$ cat src/rtl/pong_pkg.sv
// Shared pong constants: screen, ball and paddle geometry,
// referee FSM states and winner codes.
package pong_pkg;

  localparam int SCREEN_W    = 640;
  localparam int SCREEN_H    = 480;
  localparam int BALL_SIZE   = 10;
  localparam int PADDLE_W    = 8;
  localparam int PADDLE_H    = 64;
  localparam int PADDLE_L_X  = 16;
  localparam int PADDLE_R_X  = 616;
  localparam int WIN_SCORE   = 7;
  localparam int SERVE_DELAY = 60;

  localparam int CNT_W = $clog2(SERVE_DELAY);

  typedef enum logic [2:0] {
    IDLE,
    SERVE_WAIT,
    PLAY,
    POINT,
    GAME_OVER
  } ref_state_t;

  localparam logic [1:0] WIN_NONE  = 2'b00;
  localparam logic [1:0] WIN_LEFT  = 2'b01;
  localparam logic [1:0] WIN_RIGHT = 2'b10;

endpackage

$ cat src/rtl/pong_paddle_hit.sv
// Combinational ball/paddle overlap test for one paddle.
// All sums are 11 bits wide so edge arithmetic never wraps.
module pong_paddle_hit
  import pong_pkg::*;
#(
  parameter int PADDLE_X = PADDLE_L_X
) (
  input  logic [9:0] ball_x,
  input  logic [9:0] ball_y,
  input  logic [9:0] paddle_y,
  output logic       hit
);

  localparam logic [10:0] X_LO = 11'(PADDLE_X);
  localparam logic [10:0] X_HI = 11'(PADDLE_X + PADDLE_W);
  localparam logic [10:0] BS   = 11'(BALL_SIZE);
  localparam logic [10:0] PH   = 11'(PADDLE_H);

  logic [10:0] bx;
  logic [10:0] by;
  logic [10:0] py;

  assign bx = {1'b0, ball_x};
  assign by = {1'b0, ball_y};
  assign py = {1'b0, paddle_y};

  assign hit = (bx < X_HI)
            && (bx + BS > X_LO)
            && (by + BS > py)
            && (by < py + PH);

endmodule

$ cat src/rtl/pong_referee.sv
// Pong referee: paddle hits, misses, scoring and serve timing.
// Optional PONG_SPEEDUP_EN adds a per-rally hit counter.
module pong_referee
  import pong_pkg::*;
(
  input  logic       clk,
  input  logic       rst_n,
  input  logic       tick,
  input  logic [9:0] ball_x,
  input  logic [9:0] ball_y,
  input  logic       ball_left,
  input  logic [9:0] paddle_l_y,
  input  logic [9:0] paddle_r_y,
  input  logic       start,
  output logic       bounce_x,
  output logic       serve,
  output logic       serve_left,
  output logic       play_en,
  output logic [3:0] score_l,
  output logic [3:0] score_r,
  output logic [1:0] winner,
  output logic [1:0] speed_level
);

  localparam logic [9:0] MISS_R = 10'(SCREEN_W - BALL_SIZE);
  localparam logic [3:0] WIN    = 4'(WIN_SCORE);
  localparam logic [CNT_W-1:0] CNT_LAST = CNT_W'(SERVE_DELAY - 1);

  ref_state_t state, state_n;
  logic [CNT_W-1:0] cnt, cnt_n;
  logic cool, cool_n;
  logic left_pt, left_pt_n;
  logic bounce_n, serve_n, serve_left_n, play_n;
  logic [3:0] score_l_n, score_r_n;
  logic [1:0] winner_n;

  logic hit_l, hit_r, hit, miss_l, miss_r;

  pong_paddle_hit #(.PADDLE_X(PADDLE_L_X)) u_hit_l (
    .ball_x   (ball_x),
    .ball_y   (ball_y),
    .paddle_y (paddle_l_y),
    .hit      (hit_l)
  );

  pong_paddle_hit #(.PADDLE_X(PADDLE_R_X)) u_hit_r (
    .ball_x   (ball_x),
    .ball_y   (ball_y),
    .paddle_y (paddle_r_y),
    .hit      (hit_r)
  );

  assign hit    = !cool && (ball_left ? hit_l : hit_r);
  assign miss_l = ball_left && (ball_x == 10'd0);
  assign miss_r = !ball_left && (ball_x >= MISS_R);

  always_ff @(posedge clk or negedge rst_n) begin
    if (!rst_n) begin
      state      <= IDLE;
      cnt        <= '0;
      cool       <= 1'b0;
      left_pt    <= 1'b0;
      bounce_x   <= 1'b0;
      serve      <= 1'b0;
      serve_left <= 1'b0;
      play_en    <= 1'b0;
      score_l    <= 4'd0;
      score_r    <= 4'd0;
      winner     <= WIN_NONE;
    end else begin
      state      <= state_n;
      cnt        <= cnt_n;
      cool       <= cool_n;
      left_pt    <= left_pt_n;
      bounce_x   <= bounce_n;
      serve      <= serve_n;
      serve_left <= serve_left_n;
      play_en    <= play_n;
      score_l    <= score_l_n;
      score_r    <= score_r_n;
      winner     <= winner_n;
    end
  end

  always_comb begin
    state_n      = state;
    cnt_n        = cnt;
    cool_n       = cool;
    left_pt_n    = left_pt;
    bounce_n     = 1'b0;
    serve_n      = 1'b0;
    serve_left_n = serve_left;
    score_l_n    = score_l;
    score_r_n    = score_r;
    winner_n     = winner;
    // cooldown only masks hits for the tick right after a bounce
    if (tick) cool_n = 1'b0;
    unique case (state)
      IDLE, GAME_OVER: begin
        if (start) begin
          state_n      = SERVE_WAIT;
          cnt_n        = '0;
          serve_left_n = 1'b0;
          score_l_n    = 4'd0;
          score_r_n    = 4'd0;
          winner_n     = WIN_NONE;
        end
      end
      SERVE_WAIT: begin
        if (tick) begin
          if (cnt == CNT_LAST) begin
            serve_n = 1'b1;
            state_n = PLAY;
          end else begin
            cnt_n = cnt + 1'b1;
          end
        end
      end
      PLAY: begin
        if (tick) begin
          if (hit) begin
            bounce_n = 1'b1;
            cool_n   = 1'b1;
          end else if (miss_l) begin
            left_pt_n    = 1'b0;
            serve_left_n = 1'b1;
            state_n      = POINT;
          end else if (miss_r) begin
            left_pt_n    = 1'b1;
            serve_left_n = 1'b0;
            state_n      = POINT;
          end
        end
      end
      POINT: begin
        cnt_n   = '0;
        state_n = SERVE_WAIT;
        if (left_pt) begin
          if (score_l != WIN) score_l_n = score_l + 4'd1;
          if (score_l_n == WIN) begin
            winner_n = WIN_LEFT;
            state_n  = GAME_OVER;
          end
        end else begin
          if (score_r != WIN) score_r_n = score_r + 4'd1;
          if (score_r_n == WIN) begin
            winner_n = WIN_RIGHT;
            state_n  = GAME_OVER;
          end
        end
      end
      default: state_n = IDLE;
    endcase
    play_n = (state_n == PLAY);
  end

`ifdef PONG_SPEEDUP_EN
  logic [3:0] hits;

  always_ff @(posedge clk or negedge rst_n) begin
    if (!rst_n) begin
      hits <= 4'd0;
    end else if (serve_n) begin
      hits <= 4'd0;
    end else if (bounce_n && hits != 4'd12) begin
      hits <= hits + 4'd1;
    end
  end

  assign speed_level = (hits >= 4'd12) ? 2'd3 : hits[3:2];
`else
  assign speed_level = 2'd0;
`endif

endmodule
$ cat config.mk
export PLATFORM = sky130hd
export DESIGN_NAME = pong_referee
export DESIGN_NICKNAME = d
export VERILOG_FILES = /design/src/rtl/pong_pkg.sv /design/src/rtl/pong_paddle_hit.sv /design/src/rtl/pong_referee.sv
export SDC_FILE = /design/constraint.sdc
export NUM_CORES = 1
export LEC_CHECK = 0
export CAP_MARGIN = 5
export CORE_ASPECT_RATIO = 1.2
export CORE_MARGIN = 8
export CORE_UTILIZATION = 52
export DETAILED_ROUTE_END_ITERATION = 10
export PLACE_DENSITY_LB_ADDON = 0.2
export SYNTH_ARGS = -nofsm -noshare
export SYNTH_HDL_FRONTEND = slang
export SYNTH_HIERARCHICAL = 1
export SYNTH_SLANG_ARGS = --single-unit
$ cat constraint.sdc
create_clock -name clk -period 2.33 [get_ports clk]
set_input_delay 0.5825 -clock clk [delete_from_list [all_inputs] [get_ports clk]]
set_output_delay 0.5825 -clock clk [all_outputs]
set_load 0.02 [all_outputs]
# == Word-level counts from Yosys, hierarchy flattened ==
# Index checks and enable logic that the tools add are counted.
# totals
regBits,25
inputBits,45
output_inout_bits,16
wordCells,122
# op_classes
n_addsub,7
order_cmp,9
eq_ne,20
n_mux,50
bitwise_logic,1
n_reduce_logical,24
# op_table
cell,count
$mux 4,9
$mux 3,10
$add 10x4->11 const B,2
$add 10x7->11 const B,2
$gt 11x10->1,2
$lt 10x11->1,2
$mux 1,18
$mux 6,3
$pmux 6 s3,1
$pmux 4 s2,2
$ne 2x2->1 const B,7
$pmux 3 s4,1
$reduce_and 4->1,3
$gt 11x10->1 const B,1
$gt 11x5->1 const B,1
$ge 10x10->1 const B,1
$logic_not 10->1,1
$lt 10x10->1 const B,1
$lt 10x5->1 const B,1
$eq 3x2->1 const B,3
$logic_and 1x1->1,9
$ne 3x3->1 const B,3
$add 4x1->4 const B,2
$eq 4x3->1 const B,2
16 further kinds,24

# == Logic depth before layout (Yosys ltp) ==
# Gate-level depths: netlist of run 1.
# logic_depth
word_depth,11
depth_mapped,15
mapped_depth_nobuf,15

# == By module ==
# The synthesis of run 1 kept the hierarchy.
# modules_own_cells
mod,instances,cells_each,area_each_um2,seq_area_each_um2
pong_referee,1,151,1437.6,625.6
pong_paddle_hit (u_hit_l),1,86,665.6,0.0
pong_paddle_hit (u_hit_r),1,87,650.6,0.0

# == Worst setup path before layout of run 1 ==
# OpenSTA, ideal clock, no wires.
# synth_timing
path_kind,input-to-reg
from,input port ball_y[1]
to,register state[0]
arrival_ns,2.675
required_ns,2.191
path_slack_ns,-0.484
stages,13
path_buffers,0
path_cell_list,ha_1 -> o2111ai_1 -> nor2_1 -> xor2_1 -> ha_1 -> and3_1 -> o211ai_1 -> a311oi_1 -> mux2i_1 -> nor2_1 -> nor2_1 -> a221oi_1 -> o21ai_0
# synth_via
elab_chain_cells,9
elab_cells_between_ends,14
cone_classes,add/sub (1); order compare (4); mux (4); reduce/logical (5)
# synth_lines
item,line,rtl
start: declaration,pong_referee.sv:10,"input logic [9:0] ball_y,"
$add 10x4->11,pong_paddle_hit.sv:29,&& (by + BS > py)
$gt 11x10->1,pong_paddle_hit.sv:29,
$logic_and 1x1->1,pong_paddle_hit.sv:29,
$logic_and 1x1->1 (*),pong_paddle_hit.sv:30,&& (by < py + PH);
net hit_l,pong_referee.sv:37,"logic hit_l, hit_r, hit, miss_l, miss_r;"
$mux 1 (*),pong_referee.sv:53,assign hit = !cool && (ball_left ? hit_l : hit_r);
$logic_and 1x1->1 (*),pong_referee.sv:53,
$mux 3 (*),pong_referee.sv:121,if (hit) begin
$mux 3 (*),pong_referee.sv:120,if (tick) begin
$pmux 3 s4 (*),pong_referee.sv:98,unique case (state)
net state_n[0],pong_referee.sv:29,"ref_state_t state, state_n;"
end signal: assignment,pong_referee.sv:71,state <= state_n;
end: declaration,pong_referee.sv:29,
# The timed path passes the listed nets; every way through them passes the cells marked *.
# A chain may end at the register's enable or synchronous reset.

# == Worst setup path in the final report of run 1 ==
# Ends and elaborated chain as after synthesis.

==> results of run 1 <==
==> power groups by stage <==
| stage | Clock [mW] | Sequential [mW] | Combinational (mW) |
|---|---|---|---|
| floorplan | 0 | 0.634 | 0.354 |
| global placement | 0 | 0.606 | 0.704 |
| detailed placement | 0 | 0.613 | 0.727 |
| CTS | 0.262 | 0.605 | 0.776 |
| global route | 0.275 | 0.623 | 0.902 |
| finish | 0.261 | 0.607 | 0.839 |
==> Yosys cell counts (3+ instances only) <==
cell type	instances
xor2_1	4
nor4_1	4
nand3b_1	3
o21a_1	3
nand2_1	17
a31oi_1	3
a21oi_1	19
o211ai_1	5
a21o_1	7
dfrtp_1	25
nand4_1	5
inv_1	30
xnor2_1	17
nor2_1	22
nor2b_1	4
and3_1	8
ha_1	45
a211o_1	4
o2111ai_1	5
nand3_1	16
nor3_1	6
o21ai_0	21
nor4b_1	4
==> per-layer routing <==
layer  global-route usage  part of all wire  vias to the layer above  routed length (um)
li1                     -                 -                     1452                   -
met1               0.2166              0.35                     1471                3280
met2               0.4238              0.55                      118                5078
met3              0.02430             0.047                       41                 436
met4               0.1217             0.053                        0                 494
met5                    0                 0                        -                   0
==> logic make-up (layout without fill, tap and decap cells) <==
kind of cell | Yosys count | after routing | synth area share
multiplexers | 2 | 2 | 0.007724
XOR/XNOR | 21 | 21 | 0.06679
buffers and inverters | 34 | 156 | 0.05179
flip-flops | 25 | 25 | 0.2272
AND/OR/NAND/NOR | 107 | 107 | 0.2181
adder cells (fa/ha/maj) | 45 | 45 | 0.2045
AO/OA/AOI/OAI | 89 | 89 | 0.2226
other | 1 | 2 | 0.001362
==> area by class of cell <==
type                    count  share of cell area
clock buffers               4             0.01076
flip-flops and latches     25              0.1495
well taps                  62             0.01854
repair buffers            122              0.2667
multi-input cells         266              0.5277
inverters                  30             0.02691
==> placed cells by master (no fill, tap or decap), drive strengths merged, types with 3 or more instances in the layout <==
cell type	n
clkdlybuf4s50	42
clkdlybuf4s15	4
a31oi	3
a21o	7
nor2	23
and2	3
dfrtp	25
nor3	7
dlygate4sd2	6
o21ai	21
clkbuf	5
nand4	5
o211ai	5
buf	68
a21oi	21
o21a	3
a211o	4
nor4b	4
o2111ai	5
xor2	4
nand3	16
xnor2	17
inv	30
ha	45
nand2	18
nor4	4
and3	10
nand3b	3
nor3b	3
nor2b	4
==> through the flow <==
stage	area (um2)	setup TNS [ns]	total power [mW]	worst slack [ns]
floorplan	2831	-1.296	0.9880	-0.3816
global placement	3820	-6.429	1.311	-1.193
global route	4185	-3.930	1.800	-0.8099
detailed placement	3820	-6.919	1.340	-1.303
finish	4185	-2.997	1.707	-0.6000
CTS	4079	-2.701	1.643	-0.5254
==> registers in the layout (all words and copies together), names as in the netlist, named ones only <==
signal	cells
cnt	6
play_en	1
bounce_x	1
serve	1
score_l	4
state	3
serve_left	1
score_r	4
left_pt	1
winner	2
==> timing repair <==
action,CTS,global route
pin swaps,34,26
setup buffers,16,1
gates resized for setup,63,26
endpoints found under the setup margin,6,6
==> worst paths after layout <==
path	from	to
worst min-delay path	serve_left$_DFFE_PN0P_	serve_left$_DFFE_PN0P_
worst min register to register	serve_left$_DFFE_PN0P_	serve_left$_DFFE_PN0P_
worst max-delay path	ball_y[1]	state[0]$_DFF_PN0_
max in group asynchronous	rst_n	score_r[0]$_DFFE_PN0P_
worst max register to register	score_l[0]$_DFFE_PN0P_	winner[1]$_DFFE_PN0P_
min in group asynchronous	rst_n	cnt[4]$_DFFE_PN0P_
==> results.py, run 1 <==
metrics = {
    "global_routing": {
        "grt_pass1_wl_mm": 14.05,
        "grt_max_degree": 26,
        "grt_pass1_vias": 3216,
        "globalRoute.totalOverflow": 0,
        "grt_usage": 0.2192,
        "antenna_found_initial": 0,
    },
    "power": {
        "power_frac_seq": 0.356,
        "power_density_nw_per_um2": 408.0,
        "p_sw_frac": 0.3766,
        "p_leak_nw": 1.978,
        "combPwrFrac": 0.491,
        "clkPwrFrac": 0.153,
        "intPower_mw": 1.064,
        "ir_drop_mv": 0.2753,
        "p_sw_mw": 0.6429,
    },
    "route": {
        "drc": 0,
        "wl_per_cell_um": 18.25,
        "via_per_inst": 6.055,
        "detail-route-antenna-nets": 0,
        "vias": 3082,
        "dr.first_iter.drc_count": 151,
        "drt_pass1_iterations": 4,
        "wl_mm": 9.290,
    },
    "synthesis": {
        "synth_enable_flop_cells": 0,
        "ys_dominant_reg_cell": "dfrtp_1",
        "synth_cells": 324,
        "ys_warn_count": 6,
        "synth_top_area_share": 0.2272,
        "netlist_area_um2": 2754,
        "ys_ff_latch": 25,
        "yosysUniqueCellTypes": 62,
        "avgSynthCellArea_um2": 8.500,
        "yosys-top-cells-area": "dfrtp_1 23%, ha_1 20%, xnor2_1 5.4%",
        "yosysSeqAreaShare": 0.2272,
        "async_flop_share": 1.000,
        "synth_top_cell_by_area": "dfrtp_1",
    },
    "place": {
        "port_buffers": 58,
        "dp.cells": 489,
        "place_congestion": 0.8277,
        "hpwl_mm": 6.451,
    },
    "timing": {
        "setup_ws_ns": -0.6000,
        "setup_violations": 6,
        "period_needed_ns": 2.930,
        "rsz0062_at_grt": "yes",
        "slew_viol_final": 0,
        "hold_violations": 0,
        "skew_ns": 0.003894,
        "period_share": 1.258,
        "hold_slack_ns": 0.5120,
        "fmax_ghz": 0.3413,
    },
    "worst_setup_path": {
        "cp-start-kind": "input port",
        "slowest_delay_ns": 0.29,
        "cp_slowest_cell": "ha_1",
        "reg2reg_depth": 6,
        "rrSetupSlack_ns": 0.29,
        "critPathBufInv": 3,
        "crit_family": "compound AO/OA/AOI/OAI gates",
        "required_ns": 2.48,
        "criticalPathCategory": "input port to flop",
        "worst-path-stages": 15,
        "end_kind": "flop",
        "crit_fanout": 4,
        "cp.arrival_ns": 3.08,
        "path_cells": "buf_8 > buf_6 > ha_4 > buf_4 > xnor2_2 > ha_1 > and4_1 > a21boi_2 > o211ai_1 > a311oi_2 > mux2i_1 > nor2_1 > nor2_2 > a221oi_2 > o21ai_1",
    },
    "die": {
        "die_area_um2": 7890,
        "io_pins": 61,
        "core.rowCount": 29,
        "start_util": 0.5307,
        "die_h_um": 95.72,
        "fp.dieW_um": 82.43,
        "coreArea_um2": 5189,
    },
    "hold_path": {
        "hold_class": "flop to flop",
        "holdPathStages": 1,
    },
    "job": {
        "maxCapViolations": 0,
    },
    "clocking": {
        "clock_sinks": 25,
        "numCtsBuffers": 3,
        "htreeDepth": 1,
        "root_buffer": "clkbuf_8",
        "cts_tree": "done",
        "path_clk_slew_ns": 0.08,
        "worstSkewPairLatency_ns": 0.27,
        "cts_buffer_depth": 2,
        "ctsHoldBuffers": 0,
    },
    "final_layout": {
        "nFillCells": 334,
        "final_cells": 509,
        "postLayoutCoreUtil": 0.8066,
        "drive_above_1_share": 0.2841,
        "regArea_um2": 625.6,
        "diodes": 0,
        "area_growth_pct": 51.98,
        "multi_input_comb_area_um2": 2208,
        "nets": 538,
    },
    "outcome": {
        "violations": "setup timing",
        "status": "finished with violations",
    },
}
No activity file was read; power rests on OpenSTA's default activity.
==> inputs of run 2 (changes only) <==
--- a/config.mk
+++ b/config.mk
@@ -10,8 +10,10 @@
 export CORE_MARGIN = 8
 export CORE_UTILIZATION = 52
 export DETAILED_ROUTE_END_ITERATION = 10
+export GPL_ROUTABILITY_DRIVEN = 0
 export PLACE_DENSITY_LB_ADDON = 0.2
 export SYNTH_ARGS = -nofsm -noshare
 export SYNTH_HDL_FRONTEND = slang
 export SYNTH_HIERARCHICAL = 1
 export SYNTH_SLANG_ARGS = --single-unit
+export TNS_END_PERCENT = 30
==> run 2 against run 1 <==
The flow still finishes with violations (setup timing). Worst hold slack got worse by 0.022 ns. Critical path depth increased by 1. Combinational power shrank 5.4%. Register-to-register slack improved by 0.04 ns. Cell count rose by 0.79%. Clock power about the same. Critical path type unchanged. Critical endpoint unchanged. Largest cell class unchanged. Highest routed layer unchanged.
==> results.py, run 2 (synthesis gave the netlist of run 1 again) <==
metrics = {
    "outcome": {
        "status": "finished with violations",
        "violations": "setup timing",
    },
    "die": {
        "io_pins": 61,
        "start_util": 0.5307,
        "die_area_um2": 7890,
        "fp.dieW_um": 82.43,
        "coreArea_um2": 5189,
        "core.rowCount": 29,
        "die_h_um": 95.72,
    },
    "place": {
        "port_buffers": 58,
        "dp_slack_ns": -1.388,
        "dp.cells": 494,
        "placed_area_um2": 3825,
        "hpwl_mm": 6.499,
    },
    "timing": {
        "setup-tns-final_ns": -3.245,
        "rsz0062_at_grt": "yes",
        "period_needed_ns": 2.917,
        "hold_violations": 0,
        "period_share": 1.252,
        "setup_violations": 6,
        "setup_ws_ns": -0.5874,
        "hold_slack_ns": 0.4900,
        "fmax_ghz": 0.3428,
        "skew_ns": 0.003782,
        "slew_viol_final": 0,
    },
    "final_layout": {
        "reg.largest.list": "cnt (6), score_l (4), score_r (4)",
        "drive_above_1_share": 0.2794,
        "diodes": 0,
        "multi_input_comb_area_um2": 2155,
        "largest_reg_flops": 6,
        "final_area_um2": 4104,
        "area_growth_pct": 49.02,
        "nFillCells": 351,
        "top_register": "cnt",
        "layout_common_cells": "63 x buf_4, 42 x clkdlybuf4s50_1, 40 x ha_1",
        "nets": 542,
        "postLayoutCoreUtil": 0.7909,
        "final_cells": 513,
        "final_common_cell": "buf_4",
        "regArea_um2": 625.6,
    },
    "power": {
        "power_frac_seq": 0.367,
        "ir_drop_mv": 0.2273,
        "power_mw": 1.662,
        "p_sw_frac": 0.3666,
        "intPower_mw": 1.053,
        "p_sw_mw": 0.6094,
        "combPwrFrac": 0.478,
        "power_density_nw_per_um2": 405.0,
        "p_leak_nw": 1.941,
        "clkPwrFrac": 0.155,
    },
    "global_routing": {
        "globalRoute.totalOverflow": 0,
        "grt_pass1_vias": 3081,
        "grt_usage": 0.2064,
        "grt_pass1_wl_mm": 13.16,
        "antenna_found_initial": 0,
        "grt_max_degree": 26,
    },
    "clocking": {
        "cts_buffer_depth": 2,
        "clock_sinks": 25,
        "htreeDepth": 1,
        "path_clk_slew_ns": 0.08,
        "root_buffer": "clkbuf_8",
        "ctsHoldBuffers": 0,
        "cts_tree": "done",
        "worstSkewPairLatency_ns": 0.27,
        "numCtsBuffers": 3,
    },
    "worst_setup_path": {
        "required_ns": 2.48,
        "crit_fanout": 5,
        "cp.arrival_ns": 3.06,
        "criticalPathCategory": "input port to flop",
        "cp-start-kind": "input port",
        "reg2reg_depth": 6,
        "end_kind": "flop",
    },
    "job": {
        "maxCapViolations": 0,
    },
    "route": {
        "detail-route-antenna-nets": 0,
        "drc": 0,
        "dr.first_iter.drc_count": 100,
        "wl_per_cell_um": 15.95,
        "drt_pass1_iterations": 4,
        "via_per_inst": 5.721,
        "vias": 2935,
        "wl_mm": 8.184,
    },
    "hold_path": {
        "hold_class": "flop to flop",
        "holdPathStages": 1,
    },
}
run 2: cell types whose count changed in the layout (fill, tap and decap cells not counted), moves of 3 or more:
cell,previous run,this run
xnor2_2,4,0
xnor2_1,13,17
a21oi_2,7,4
buf_2,1,6
buf_4,54,63
a21oi_1,12,15
run 2: worst max-delay path: stages:
cell and delay (ns):
buf_8 0.11, buf_4 0.13, a21oi_4 0.18, buf_4 0.14, buf_4 0.10, nor3_4 0.04, xor2_1 0.13, ha_1 0.32
and3_1 0.17, o211ai_1 0.09, a311oi_1 0.26, mux2i_1 0.14, nor2_1 0.19, nor2_2 0.07, a221oi_2 0.30, o21ai_1 0.11
run 2: path summary, 6_finish.rpt:
path                                        start                     end  slack, ns
max                                     ball_y[2]      state[0]$_DFF_PN0_      -0.59
min                        serve_left$_DFFE_PN0P_  serve_left$_DFFE_PN0P_       0.49
max reg2reg                score_l[0]$_DFFE_PN0P_   winner[1]$_DFFE_PN0P_       0.33
min reg2reg                serve_left$_DFFE_PN0P_  serve_left$_DFFE_PN0P_       0.49
max in group asynchronous                   rst_n  score_r[0]$_DFFE_PN0P_       1.41
min in group asynchronous                   rst_n      cnt[3]$_DFFE_PN0P_       0.67
run 2: metal layers:
layer / wire length [um] / GRT usage / vias up
li1: - / - / 1455
met1: 2996 / 0.2053 / 1389
met2: 4696 / 0.4140 / 74
met3: 282 / 0.01589 / 17
met4: 208 / 0.08798 / 0
met5: 0 / 0 / -
run 2: layout make-up:
class | count | share of cell area
clock buffers | 4 | 0.01098
inverters | 30 | 0.02744
multi-input cells | 266 | 0.5250
flip-flops and latches | 25 | 0.1524
well taps | 62 | 0.01890
repair buffers | 126 | 0.2652
run 2: what timing repair did:
action | 4_1_cts | 5_1_grt
cloned | 0 | 0
resized for setup | 87 | 11
setup buffers | 13 | 2
pin swaps | 37 | 22
endpoints found under the setup margin | 6 | 6
run 2: power groups by stage:
| stage | Combinational (mW) | Sequential (mW) | Clock [mW] |
|---|---|---|---|
| CTS | 0.774 | 0.607 | 0.257 |
| finish | 0.794 | 0.611 | 0.258 |
| detailed placement | 0.729 | 0.615 | 0 |
| floorplan | 0.348 | 0.634 | 0 |
| global route | 0.867 | 0.623 | 0.277 |
| global placement | 0.701 | 0.607 | 0 |
==> inputs of run 3 (changes only) <==
--- a/config.mk
+++ b/config.mk
@@ -8,7 +8,7 @@
 export CAP_MARGIN = 5
 export CORE_ASPECT_RATIO = 1.2
 export CORE_MARGIN = 8
-export CORE_UTILIZATION = 52
+export CORE_UTILIZATION = 56
 export DETAILED_ROUTE_END_ITERATION = 10
 export GPL_ROUTABILITY_DRIVEN = 0
 export PLACE_DENSITY_LB_ADDON = 0.2
==> constraint.sdc (replaced) <==
create_clock -name clk -period 3.4 [get_ports clk]
set_input_delay 0.85 -clock clk [delete_from_list [all_inputs] [get_ports clk]]
set_output_delay 0.85 -clock clk [all_outputs]
set_load 0.02 [all_outputs]
==> run 3 against run 2 <==
The run now ends clean. Global-route usage grew 0.23 points. Critical path depth shrank 3. Non-clock buffer count shrank 32. Worst hold slack gained 0.0041 ns. Register-to-register slack gained 1.1 ns. Combinational power shrank 37%. Clock skew is essentially flat. Die area shrank 5.9%. Via count shrank 1.4%. Power shrank 34%. Critical path type unchanged. Largest power group unchanged.
==> results.py, run 3 (synthesis gave the netlist of run 1 again) <==
metrics = {
    "outcome": {
        "status": "completed",
    },
    "worst_setup_path": {
        "reg2reg_depth": 6,
        "required_ns": 3.55,
        "end_kind": "flop",
        "cp.arrival_ns": 3.44,
        "cp-start-kind": "input port",
        "slowest_delay_ns": 0.49,
        "path_cells": "clkdlybuf4s50_1 > ha_2 > xnor2_1 > ha_1 > a21o_1 > a21oi_2 > o2111ai_2 > a311oi_1 > mux2i_1 > nor2_1 > nor2_2 > a221oi_2 > o21ai_1",
        "cp_slowest_cell": "clkdlybuf4s50_1",
        "criticalPathCategory": "input port to flop",
        "crit_fanout": 2,
    },
    "final_layout": {
        "largest_reg_flops": 6,
        "reg.largest.list": "cnt (6), score_l (4), score_r (4)",
        "area_growth_pct": 37.85,
        "final_common_cell": "clkdlybuf4s50_1",
        "drive_above_1_share": 0.1885,
        "top_register": "cnt",
        "nets": 510,
        "diodes": 0,
        "final_cells": 479,
        "nFillCells": 338,
        "layout_common_cells": "44 x clkdlybuf4s50_1, 41 x ha_1, 34 x buf_4",
    },
    "route": {
        "vias": 2894,
        "dr.first_iter.drc_count": 164,
        "via_per_inst": 6.042,
        "detail-route-antenna-nets": 0,
        "wl_per_cell_um": 16.73,
        "wl_mm": 8.012,
        "drc": 0,
        "drt_pass1_iterations": 4,
    },
    "power": {
        "ir_drop_mv": 0.1688,
        "p_leak_nw": 1.806,
        "power_mw": 1.096,
        "power_density_nw_per_um2": 288.8,
    },
    "timing": {
        "slew_viol_final": 0,
        "fmax_ghz": 0.3037,
        "skew_ns": 0.003594,
        "period_share": 0.9686,
        "period_needed_ns": 3.293,
        "hold_violations": 0,
        "setup_violations": 0,
    },
    "clocking": {
        "clock_sinks": 25,
        "numCtsBuffers": 3,
        "cts_tree": "done",
        "root_buffer": "clkbuf_8",
        "cts_buffer_depth": 2,
        "worstSkewPairLatency_ns": 0.27,
        "htreeDepth": 1,
        "path_clk_slew_ns": 0.08,
        "ctsHoldBuffers": 0,
    },
    "global_routing": {
        "grt_max_degree": 26,
        "grt_usage": 0.2087,
        "grt_pass1_vias": 2928,
        "antenna_found_initial": 0,
        "grt_pass1_wl_mm": 12.67,
        "globalRoute.totalOverflow": 0,
    },
    "die": {
        "start_util": 0.5696,
        "core.rowCount": 28,
        "die_area_um2": 7427,
        "fp.dieW_um": 80.02,
        "coreArea_um2": 4835,
        "die_h_um": 92.82,
        "io_pins": 61,
    },
    "place": {
        "port_buffers": 58,
        "hpwl_mm": 6.274,
        "dp.cells": 468,
    },
    "job": {
        "maxCapViolations": 0,
    },
    "hold_path": {
        "holdPathStages": 1,
        "hold_class": "flop to flop",
    },
}
## run 3: changes by cell type in the layout (fill, tap and decap cells not counted), moves of 3 or more
cell            previous run  this run
buf_6                      8         4
o21ai_0                   13        18
buf_2                      6         0
dlymetal6s2s_1             0         4
clkbuf_2                   0         4
o21ai_1                    6         3
buf_4                     63        34
## run 3: worst paths after layout
| check | startpoint | endpoint | slack [ns] |
|---|---|---|---|
| min in group asynchronous | rst_n | cnt[3]$_DFFE_PN0P_ | 0.94 |
| setup reg to reg | score_l[0]$_DFFE_PN0P_ | winner[1]$_DFFE_PN0P_ | 1.39 |
| hold reg to reg | serve_left$_DFFE_PN0P_ | serve_left$_DFFE_PN0P_ | 0.49 |
| max in group asynchronous | rst_n | score_r[0]$_DFFE_PN0P_ | 2.22 |
| setup / recovery | paddle_l_y[7] | state[0]$_DFF_PN0_ | 0.11 |
| hold / removal | serve_left$_DFFE_PN0P_ | serve_left$_DFFE_PN0P_ | 0.49 |
## run 3: layout make-up
| cell class | count | area (um2) | share of cell area |
|---|---|---|---|
| tap | 60 | 75.07 | 0.01978 |
| multi-input combinational | 266 | 2091 | 0.5508 |
| inverter | 30 | 112.6 | 0.02966 |
| clock buffer | 4 | 45.04 | 0.01187 |
| timing repair buffer | 94 | 847.1 | 0.2231 |
| sequential | 25 | 625.6 | 0.1648 |
## run 3: power breakdown
part	switching, mW	internal, mW	leakage, nW	total [mW]
combinational	0.251	0.252	1.48	0.502
clock	0.0951	0.0840	0.0228	0.179
sequential	0.0629	0.352	0.308	0.415
## run 3: critical path: cells and delay by family
family                     cells  cell delay, ns
xor gates and xnor gates       1            0.13
adders and majority gates      2            0.46
muxes                          1            0.14
AOI/OAI and AO/OA              6            1.12
and+or+nand+nor                2            0.24
buffers and inverters          1            0.49
## run 3: stage by stage
stage	TNS [ns]	setup slack, ns	util	cell area [um2]	hold slack, ns
after floorplan	0	0.3182	-	2758	0.4704
after global placement	-1.893	-0.4451	0.7448	3601	0.4870
after detailed placement	-2.701	-0.6790	0.7448	3601	0.4870
after CTS	0	0.01431	0.7756	3750	0.5057
after global routing	-0.08688	-0.05775	0.7852	3796	0.5192
final	0	0.1068	0.7852	3796	0.4941
## run 3: what timing repair did
action                                  4_1_cts  5_1_grt
setup buffers                                 6        1
endpoints found under the setup margin        5        5
gates cloned                                  0        0
pin swaps                                    12       20
gates resized for setup                      30       32
## run 3: metal layers
metal | up-vias | track usage | routed length (um)
li1 | 1393 | - | -
met1 | 1378 | 0.2081 | 2854
met2 | 96 | 0.3984 | 4454
met3 | 27 | 0.02326 | 368
met4 | 0 | 0.1185 | 334
met5 | - | 0 | 0
